--- src/rtl/ex_muldiv.sv ---
// Multi-cycle RV32M/RV64M multiply/divide unit beside the EX ALU.
// Iterative shift-add multiply and restoring divide; holds the pipeline until the result is out.
//
//   state | meaning
//   ------+--------------------------------------------------------------
//   IDLE  | waiting for start_i; special div cases resolve here directly
//   CALC  | retiring UNROLL bits per cycle for N = XLEN/UNROLL cycles
//   FIX   | sign correction and low/high or quotient/remainder select
//   DONE  | done_o pulse with result_o/waddr_o, pipeline released
module ex_muldiv #(
  parameter int XLEN   = 32,
  parameter int UNROLL = 1
) (
  input  logic            clk,
  input  logic            rst_n,
  input  logic            start_i,
  input  logic [2:0]      op_i,
  input  logic [XLEN-1:0] rs1_i,
  input  logic [XLEN-1:0] rs2_i,
  input  logic [4:0]      waddr_i,
  input  logic            flush_i,
  output logic            busy_o,
  output logic            stall_req_o,
  output logic            done_o,
  output logic [XLEN-1:0] result_o,
  output logic [4:0]      waddr_o
);

  localparam int N  = XLEN / UNROLL;
  localparam int CW = (N > 1) ? $clog2(N) : 1;

  typedef enum logic [1:0] {
    S_IDLE,
    S_CALC,
    S_FIX,
    S_DONE
  } state_t;

  state_t          state_q, state_d;
  logic [CW-1:0]   cnt_q, cnt_d;
  logic [XLEN-1:0] hi_q, hi_d;
  logic [XLEN-1:0] lo_q, lo_d;
  logic [XLEN-1:0] opa_q, opa_d;
  logic [XLEN-1:0] opb_q, opb_d;
  logic [2:0]      op_q, op_d;
  logic            neg_q, neg_d;
  logic            neg_rem_q, neg_rem_d;
  logic [4:0]      rd_q, rd_d;
  logic            busy_q, busy_d;
  logic            done_q, done_d;
  logic [XLEN-1:0] result_q, result_d;
  logic [4:0]      waddr_q, waddr_d;
  logic            stall;

  // Operand decode at issue
  logic            is_div, a_sgn, b_sgn, a_neg, b_neg;
  logic            div_zero, div_ovf;
  logic [XLEN-1:0] abs_a, abs_b, special_res;

  always_comb begin
    is_div   = op_i[2];
    a_sgn    = (op_i == 3'd1) || (op_i == 3'd2) || (op_i == 3'd4) || (op_i == 3'd6);
    b_sgn    = (op_i == 3'd1) || (op_i == 3'd4) || (op_i == 3'd6);
    a_neg    = a_sgn & rs1_i[XLEN-1];
    b_neg    = b_sgn & rs2_i[XLEN-1];
    abs_a    = a_neg ? -rs1_i : rs1_i;
    abs_b    = b_neg ? -rs2_i : rs2_i;
    div_zero = is_div && (rs2_i == '0);
    div_ovf  = ((op_i == 3'd4) || (op_i == 3'd6)) &&
               (rs1_i == {1'b1, {(XLEN-1){1'b0}}}) && (rs2_i == '1);
    // REM/REMU (op_i[1]=1): rs1 on divide-by-zero, 0 on overflow.
    if (op_i[1])
      special_res = div_zero ? rs1_i : '0;
    else
      special_res = div_zero ? '1 : rs1_i;
  end

  // One CALC cycle: UNROLL shift-add or restoring-divide steps on {hi, lo}
  logic [XLEN-1:0] it_hi, it_lo;
  logic [XLEN:0]   sum, trial;

  always_comb begin
    it_hi = hi_q;
    it_lo = lo_q;
    sum   = '0;
    trial = '0;
    for (int i = 0; i < UNROLL; i++) begin
      if (!op_q[2]) begin
        sum   = {1'b0, it_hi} + (it_lo[0] ? {1'b0, opa_q} : '0);
        it_lo = {sum[0], it_lo[XLEN-1:1]};
        it_hi = sum[XLEN:1];
      end else begin
        trial = {it_hi, it_lo[XLEN-1]};
        it_lo = {it_lo[XLEN-2:0], 1'b0};
        if (trial >= {1'b0, opb_q}) begin
          trial    = trial - {1'b0, opb_q};
          it_lo[0] = 1'b1;
        end
        it_hi = trial[XLEN-1:0];
      end
    end
  end

  // Sign correction and result select
  logic [2*XLEN-1:0] prod, prod_s;
  logic [XLEN-1:0]   quo_s, rem_s, fix_res;

  always_comb begin
    prod   = {hi_q, lo_q};
    prod_s = neg_q ? -prod : prod;
    quo_s  = neg_q ? -lo_q : lo_q;
    rem_s  = neg_rem_q ? -hi_q : hi_q;
    if (!op_q[2])
      fix_res = (op_q[1:0] == 2'b00) ? prod_s[XLEN-1:0] : prod_s[2*XLEN-1:XLEN];
    else
      fix_res = op_q[1] ? rem_s : quo_s;
  end

  always_comb begin
    state_d   = state_q;
    cnt_d     = cnt_q;
    hi_d      = hi_q;
    lo_d      = lo_q;
    opa_d     = opa_q;
    opb_d     = opb_q;
    op_d      = op_q;
    neg_d     = neg_q;
    neg_rem_d = neg_rem_q;
    rd_d      = rd_q;
    busy_d    = 1'b0;
    done_d    = 1'b0;
    result_d  = '0;
    waddr_d   = '0;
    stall     = 1'b0;

    case (state_q)
      S_IDLE: begin
        if (start_i && !flush_i) begin
          stall = 1'b1;
          op_d  = op_i;
          rd_d  = waddr_i;
          if (div_zero || div_ovf) begin
            state_d  = S_DONE;
            done_d   = 1'b1;
            result_d = special_res;
            waddr_d  = waddr_i;
          end else begin
            state_d   = S_CALC;
            busy_d    = 1'b1;
            cnt_d     = CW'(N - 1);
            opa_d     = abs_a;
            opb_d     = abs_b;
            hi_d      = '0;
            lo_d      = is_div ? abs_a : abs_b;
            neg_d     = a_neg ^ b_neg;
            neg_rem_d = a_neg;
          end
        end
      end
      S_CALC: begin
        stall  = 1'b1;
        busy_d = 1'b1;
        hi_d   = it_hi;
        lo_d   = it_lo;
        cnt_d  = cnt_q - CW'(1);
        if (cnt_q == '0)
          state_d = S_FIX;
      end
      S_FIX: begin
        stall    = 1'b1;
        state_d  = S_DONE;
        done_d   = 1'b1;
        result_d = fix_res;
        waddr_d  = rd_q;
      end
      S_DONE: begin
        state_d = S_IDLE;
      end
      default: begin
        state_d = S_IDLE;
      end
    endcase

    // A flush wins over everything, including a same-cycle issue.
    if (flush_i) begin
      state_d  = S_IDLE;
      stall    = 1'b0;
      busy_d   = 1'b0;
      done_d   = 1'b0;
      result_d = '0;
      waddr_d  = '0;
    end
  end

  always_ff @(posedge clk or negedge rst_n) begin
    if (!rst_n) begin
      state_q   <= S_IDLE;
      cnt_q     <= '0;
      hi_q      <= '0;
      lo_q      <= '0;
      opa_q     <= '0;
      opb_q     <= '0;
      op_q      <= '0;
      neg_q     <= 1'b0;
      neg_rem_q <= 1'b0;
      rd_q      <= '0;
      busy_q    <= 1'b0;
      done_q    <= 1'b0;
      result_q  <= '0;
      waddr_q   <= '0;
    end else begin
      state_q   <= state_d;
      cnt_q     <= cnt_d;
      hi_q      <= hi_d;
      lo_q      <= lo_d;
      opa_q     <= opa_d;
      opb_q     <= opb_d;
      op_q      <= op_d;
      neg_q     <= neg_d;
      neg_rem_q <= neg_rem_d;
      rd_q      <= rd_d;
      busy_q    <= busy_d;
      done_q    <= done_d;
      result_q  <= result_d;
      waddr_q   <= waddr_d;
    end
  end

  assign busy_o      = busy_q;
  assign done_o      = done_q;
  assign result_o    = result_q;
  assign waddr_o     = waddr_q;
  assign stall_req_o = stall;

endmodule

--- config.mk ---
export PLATFORM = sky130hd
export DESIGN_NAME = ex_muldiv
export DESIGN_NICKNAME = d
export VERILOG_FILES = /design/src/rtl/ex_muldiv.sv
export SDC_FILE = /design/constraint.sdc
export NUM_CORES = 1
export LEC_CHECK = 0
export ABC_AREA = 1
export CAP_MARGIN = 25
export CORE_ASPECT_RATIO = 0.5
export CORE_MARGIN = 1
export CORE_UTILIZATION = 42
export DETAILED_ROUTE_END_ITERATION = 10
export SLEW_MARGIN = 40
export SYNTH_ARGS = -nofsm -noshare
export SYNTH_HDL_FRONTEND = slang
export SYNTH_SLANG_ARGS = --single-unit
--- constraint.sdc ---
create_clock -name clk -period 3.3 [get_ports clk]
set_input_delay 0.66 -clock clk [delete_from_list [all_inputs] [get_ports clk]]
set_output_delay 0.66 -clock clk [all_outputs]
set_load 0.02 [all_outputs]
Word-level counts from Yosys, hierarchy flattened:

Index checks and enable logic that the tools add are counted.
W data, S select, Z words.

* bits of input ports: 76
* word-level logic and storage cells: 112
* output and inout bits: 40
* flip-flop bits (word level): 184

* bitwise logic cells: 4
* muxes and demuxes: 50
* order comparisons: 1
* eq/ne operators: 13
* reduce and logical (&&, ||, !) cells: 22
* add/subtract/negate cells: 8

Operators by type and width (number)
* $mux W32: 22
* $pmux W32 S2: 3
* $neg A32 Y32: 4
* $eq A32 B32 Y1 const B: 2
* $mux W64: 1
* $neg A64 Y64: 1
* $add A32 B32 Y33: 1
* $ge A33 B32 Y1: 1
* $logic_not A32 Y1: 1
* $sub A32 B32 Y32: 1
* $mux W5: 5
* $pmux W5 S2: 2
* $mux W1: 9
* $mux W2: 4
* $pmux W2 S4: 1
* $logic_or A1 B1 Y1: 7
* $eq A3 B3 Y1 const B: 2
* $ne A3 B3 Y1 const B: 2
* $pmux W1 S2: 3
* $reduce_and A3 Y1: 2
* $logic_not A5 Y1: 1
* $sub A5 B1 Y5 const B: 1
* $eq A2 B2 Y1 const B: 2
* $logic_and A1 B1 Y1: 4
* 12 further kinds: 16

Longest topological paths before layout:

Gate-level depths: netlist of the first run.

* depth in word-level cells: 10
* mapped depth: 21
* depth with buffers taken out: 19

Worst setup path after synthesis of the first run:

Ideal clock, no wire load.

* kind: register to register
* start: register lo_q[0]
* end: register hi_q[21]
* stages on the path, launching flop included: 20
* buffers on the path: 2
* data required time: 3183 ps
* arrival time: 2458 ps
* period minus slack after synthesis: 2575 ps
* slack: 725 ps
* library setup time: 117 ps
* path through: dfrtp_1 > buf_6 > clkbuf_1 > nand2_1 > inv_1 > ha_1 > inv_1 > fa_1 > o21ai_0 > nand2_1 > nand2_1 > nand3_1 > nand2_1 > nand2_1 > nand2_1 > nand2_1 > a21oi_1 > nor2_1 > nand2_1 > nand2_1

* cells in the longest elaborated chain, start to end: 4

RTL lines
* from (decl): RTL line 42 `logic [XLEN-1:0] lo_q, lo_d;`
* from (signal assigned): RTL line 215 `lo_q <= lo_d;`
* $mux W32: RTL line 89 `sum = {1'b0, it_hi} + (it_lo[0] ? {1'b0, opa_q} : '0);`
* $add A32 B32 Y33: RTL line 89
* $mux W32: RTL line 88 `if (!op_q[2]) begin`
* $pmux W32 S2: RTL line 136 `case (state_q)`
* to (signal assigned): RTL line 214 `hi_q <= hi_d;`
* to (decl): RTL line 41 `logic [XLEN-1:0] hi_q, hi_d;`

No other way between the ends.
A chain may end at the register's enable or synchronous reset.

Final worst setup path of the first run:

* start: register hi_q[0]
* end: register hi_q[15]

* cells in the longest elaborated chain, start to end: 4
* elaborated cells on any way between the ends: 6
* classes of those cells: 2 x add/sub; 1 x order compare; 3 x mux

RTL lines
* $sub A32 B32 Y32 or $ge A33 B32 Y1 (tied branches): RTL line 96, 95
* $mux W32: RTL line 95 `if (trial >= {1'b0, opb_q}) begin`
* $mux W32 *: RTL line 88
* $pmux W32 S2 *: RTL line 136

Every way passes the cells marked *; elsewhere a longest branch is shown, timed or not.

==> results.md, run 1 <==
* Tmin final at 3030 ps
* Resized cells post-CTS at 0
* Largest cells by area after synthesis: dfrtp_1 (24%), nand2_1 (19%), nand3_1 (9.7%)
* CP max FO at 7
* Cell Area, Synth at 19600 sq um
* Finish-stage setup viols at 0
* Main synth FF type: dfrtp_1
* Vias per std cell at 5.81
* Die ar. at ~48000 sq um
* RSZ-0062 raised after global routing: no
* Layout cells sized above 1 at 6.93%
* Drt drc at 0
* Critical path arrival at 3430 ps
* Cell Rows at 55
* Vias in the first global route at around 21000
* Register area share after synthesis at 23.5%
* CTS clk-pin slew, worst paths at ~90 ps
* Final hold slack at between 150 and 200 ps
* Async S/R FF share, synth at 100%
* CTS tree: done
* Outcome: finished clean
* Initial Utilization at 43.0%
* Synth top area share at 23.5%
* Final global-route overflow total at 0
* Max Fclk at 331 MHz
* Htree depth at 4
* TritonCTS Buffers at 17
* CTS Root Cell: clkbuf_16
* Layout Skew at 18.9 ps
* Synthesized flop and latch total at 184
* Crit-path max cell delay at 670 ps
* Total Nets Final at 3602
* Worst Hold Class: in -> async
* Initial antenna violation count at 5
* Core Footprint at 45600 sq um
* Actual slew at the worst max-slew pin at 887 ps
* Multi-input gate area at 12900 sq um
* Most common cell in the netlist: nand2_1
* Pre-Repair DR Iteration Count at 8
* GR Util All Layers at 40.1%
* Top cell type by total area after synthesis: dfrtp_1
* Mapped Cells at 3318
* Clock sink count at ~180
* Avg Inst Size Synth at 5.90 sq um
* EDFF count, synth at 0
* CP top delay family: adder cells
* Largest net degree at the start of global routing at 117
* Pleak at 0.0110 uW
* Commonest cells post-synth: nand2_1 (1004), nand3_1 (380), nor2_1 (354)
* Register area at 4610 sq um
* Setup TNS at 0 ps
* Syn_nets at 3471
* # port buffers at 115
* Die Width at 307 um
* CTS Hold Bufs at 0
* # Max-Cap Violations at 0
* Final Max Slew Viols at 0
* Peak supply drop at 0.482 mV
* Pwr dens at 1010 nW/um^2
* Io pins at 116
* Critical Path RT at approximately 3700 ps
* Final WL at 95700 um
* Slew Limit Headroom at 40.8%
* Clk buf depth at 2
* Post-synthesis cell type count at 52
* Slowest stage cell, crit path: dfrtp_1
* Worst Setup Start Kind: flop
* Fillcell total at 4952
* Routed WL per cell at 23.4 um
* Number of buffers and inverters on the critical path at 2
* Final hold vios at 0
* Tcrit/Tclk final at 91.7%
* Area growth, synth to finish at 15.0%
* First-pass GRT wire length at 140000 um
* Worst-Skew Late Latency at ~470 ps
* CP Capture Type: flop
* Post-CTS setup buffer count at 0
* Via Count at 23700
* Die height at approximately 150 um
* Starting DRT DRC Count at roughly 3500
* RePlAce Congestion at 1.07
* Crit Path Class: reg -> reg
* Routed Antenna Nets at 0
* Final core utilization at 49.4%
* ANT cells at 0
* Yosys warns at 0
* Post-DP HPWL at 78300 um
* Worst path cell trace: ha_1 -> inv_1 -> fa_1 -> o21ai_0 -> buf_4 -> nand3_1 -> nand3_1 -> nand2_1 -> a21oi_1 -> nand3b_1 -> nand2_1 -> o21ai_1
## power breakdown
group | internal [uW] | switching [uW]
registers | 3130 | 987
clock network | 1030 | 1130
logic | 4890 | 11600
## cell usage in the layout, fill, tap and decap left out, types with 3 or more instances in the layout
| cell | n |
|---|---|
| a221oi_1 | 3 |
| inv_2 | 21 |
| nand2_2 | 7 |
| nor3_1 | 35 |
| nand3_1 | 380 |
| a21oi_1 | 200 |
| nand4_1 | 80 |
| o21ai_1 | 80 |
| inv_1 | 342 |
| o21a_1 | 17 |
| a31oi_1 | 12 |
| ha_1 | 75 |
| xnor2_1 | 7 |
| nor4_1 | 4 |
| a21o_1 | 7 |
| dfrtp_1 | 182 |
| or2_2 | 5 |
| nand3b_1 | 15 |
| nand2_1 | 1004 |
| buf_12 | 9 |
| buf_4 | 116 |
| o21ai_0 | 197 |
| nor2_4 | 4 |
| and2_1 | 6 |
| nand3_2 | 4 |
| clkdlybuf4s50_1 | 113 |
| inv_6 | 5 |
| xor2_1 | 67 |
| clkinv_8 | 6 |
| nor2_2 | 17 |
| nor2_1 | 353 |
| clkbuf_16 | 17 |
| a31oi_2 | 10 |
| o21bai_1 | 5 |
| o211ai_1 | 25 |
## worst register-to-register path, cell delays in order, from the launching register on
cell and delay (ps):
dfrtp_1 670, ha_1 380, inv_1 90, fa_1 420, o21ai_0 280, buf_4 180
nand3_1 70, nand3_1 270, nand2_1 120, a21oi_1 140, nand3b_1 180, nand2_1 70
o21ai_1 120
## path summary, 6_finish.rpt
| path | slack, ps | endpoint | from | cells after the start |
|---|---|---|---|---|
| min | 180 | busy_o$_DFF_PN0_ | rst_n | 1 |
| min reg2reg | 480 | rd_q[0]$_DFFE_PN0P_ | rd_q[0]$_DFFE_PN0P_ | 2 |
| max reg2reg | 270 | hi_q[15]$_DFFE_PN0P_ | hi_q[0]$_DFFE_PN0P_ | 12 |
| min in group clk | 480 | rd_q[0]$_DFFE_PN0P_ | rd_q[0]$_DFFE_PN0P_ | 2 |
| max | 270 | hi_q[15]$_DFFE_PN0P_ | hi_q[0]$_DFFE_PN0P_ | 12 |
| max in group asynchronous | 2250 | hi_q[6]$_DFFE_PN0P_ | rst_n | 2 |
## metal layers
layer	vias up	track usage, %	share of wire [%]
met4	4	10.7	2.8
met2	1351	53.4	38
met1	11100	60.7	46
met3	123	12.7	14
li1	11200	-	-
met5	-	0	0.033
## kinds of logic after synthesis
family / synth area share, %
AND/OR/NAND/NOR: 41.9
AO/OA/AOI/OAI: 15.8
buffers and inverters: 10.4
flip-flops: 23.5
adder cells (fa/ha/maj): 5.00
XOR/XNOR: 3.31
## final cells by class
type / count / area share [%]
Tap cell: 627 / 3.48
Clock inverter: 14 / 0.789
Inverter: 366 / 6.11
Multi-Input combinational cell: 2640 / 57.5
Sequential cell: 184 / 20.5
Clock buffer: 18 / 1.91
Timing Repair Buffer: 240 / 9.77
## sequential cells by signal, summed over array words and instances, names as in the netlist
signal     cells
waddr_o        5
hi_q          32
state_q        2
opb_q         32
neg_q          1
rd_q           5
opa_q         32
neg_rem_q      1
lo_q          32
result_o      32
op_q           3
busy_o         1
cnt_q          5
done_o         1
## per-stage QoR
| step | power [uW] | std cells | cell area, sq um | setup slack, ps |
|---|---|---|---|---|
| floorplan | 14000 | 3318 | 19600 | 725 |
| CTS | 22100 | 4089 | 22500 | 349 |
| global route | 24200 | 4089 | 22500 | 56.0 |
| detailed placement | 19900 | 4057 | 21900 | 193 |
| finish | 22800 | 4089 | 22500 | 274 |
| global placement | 19800 | 4057 | 21900 | 217 |
Note: power is estimated with default switching activity, not from simulation.
==> run 2, diff against run 1 <==
--- a/config.mk
+++ b/config.mk
@@ -6,6 +6,7 @@
 export NUM_CORES = 1
 export LEC_CHECK = 0
 export ABC_AREA = 1
+export ABC_CLOCK_PERIOD_IN_PS = 3300
 export CAP_MARGIN = 25
 export CORE_ASPECT_RATIO = 0.5
 export CORE_MARGIN = 1
==> results of run 2 <==
The final DEF is identical to that of run 1; final timing and power are the same.
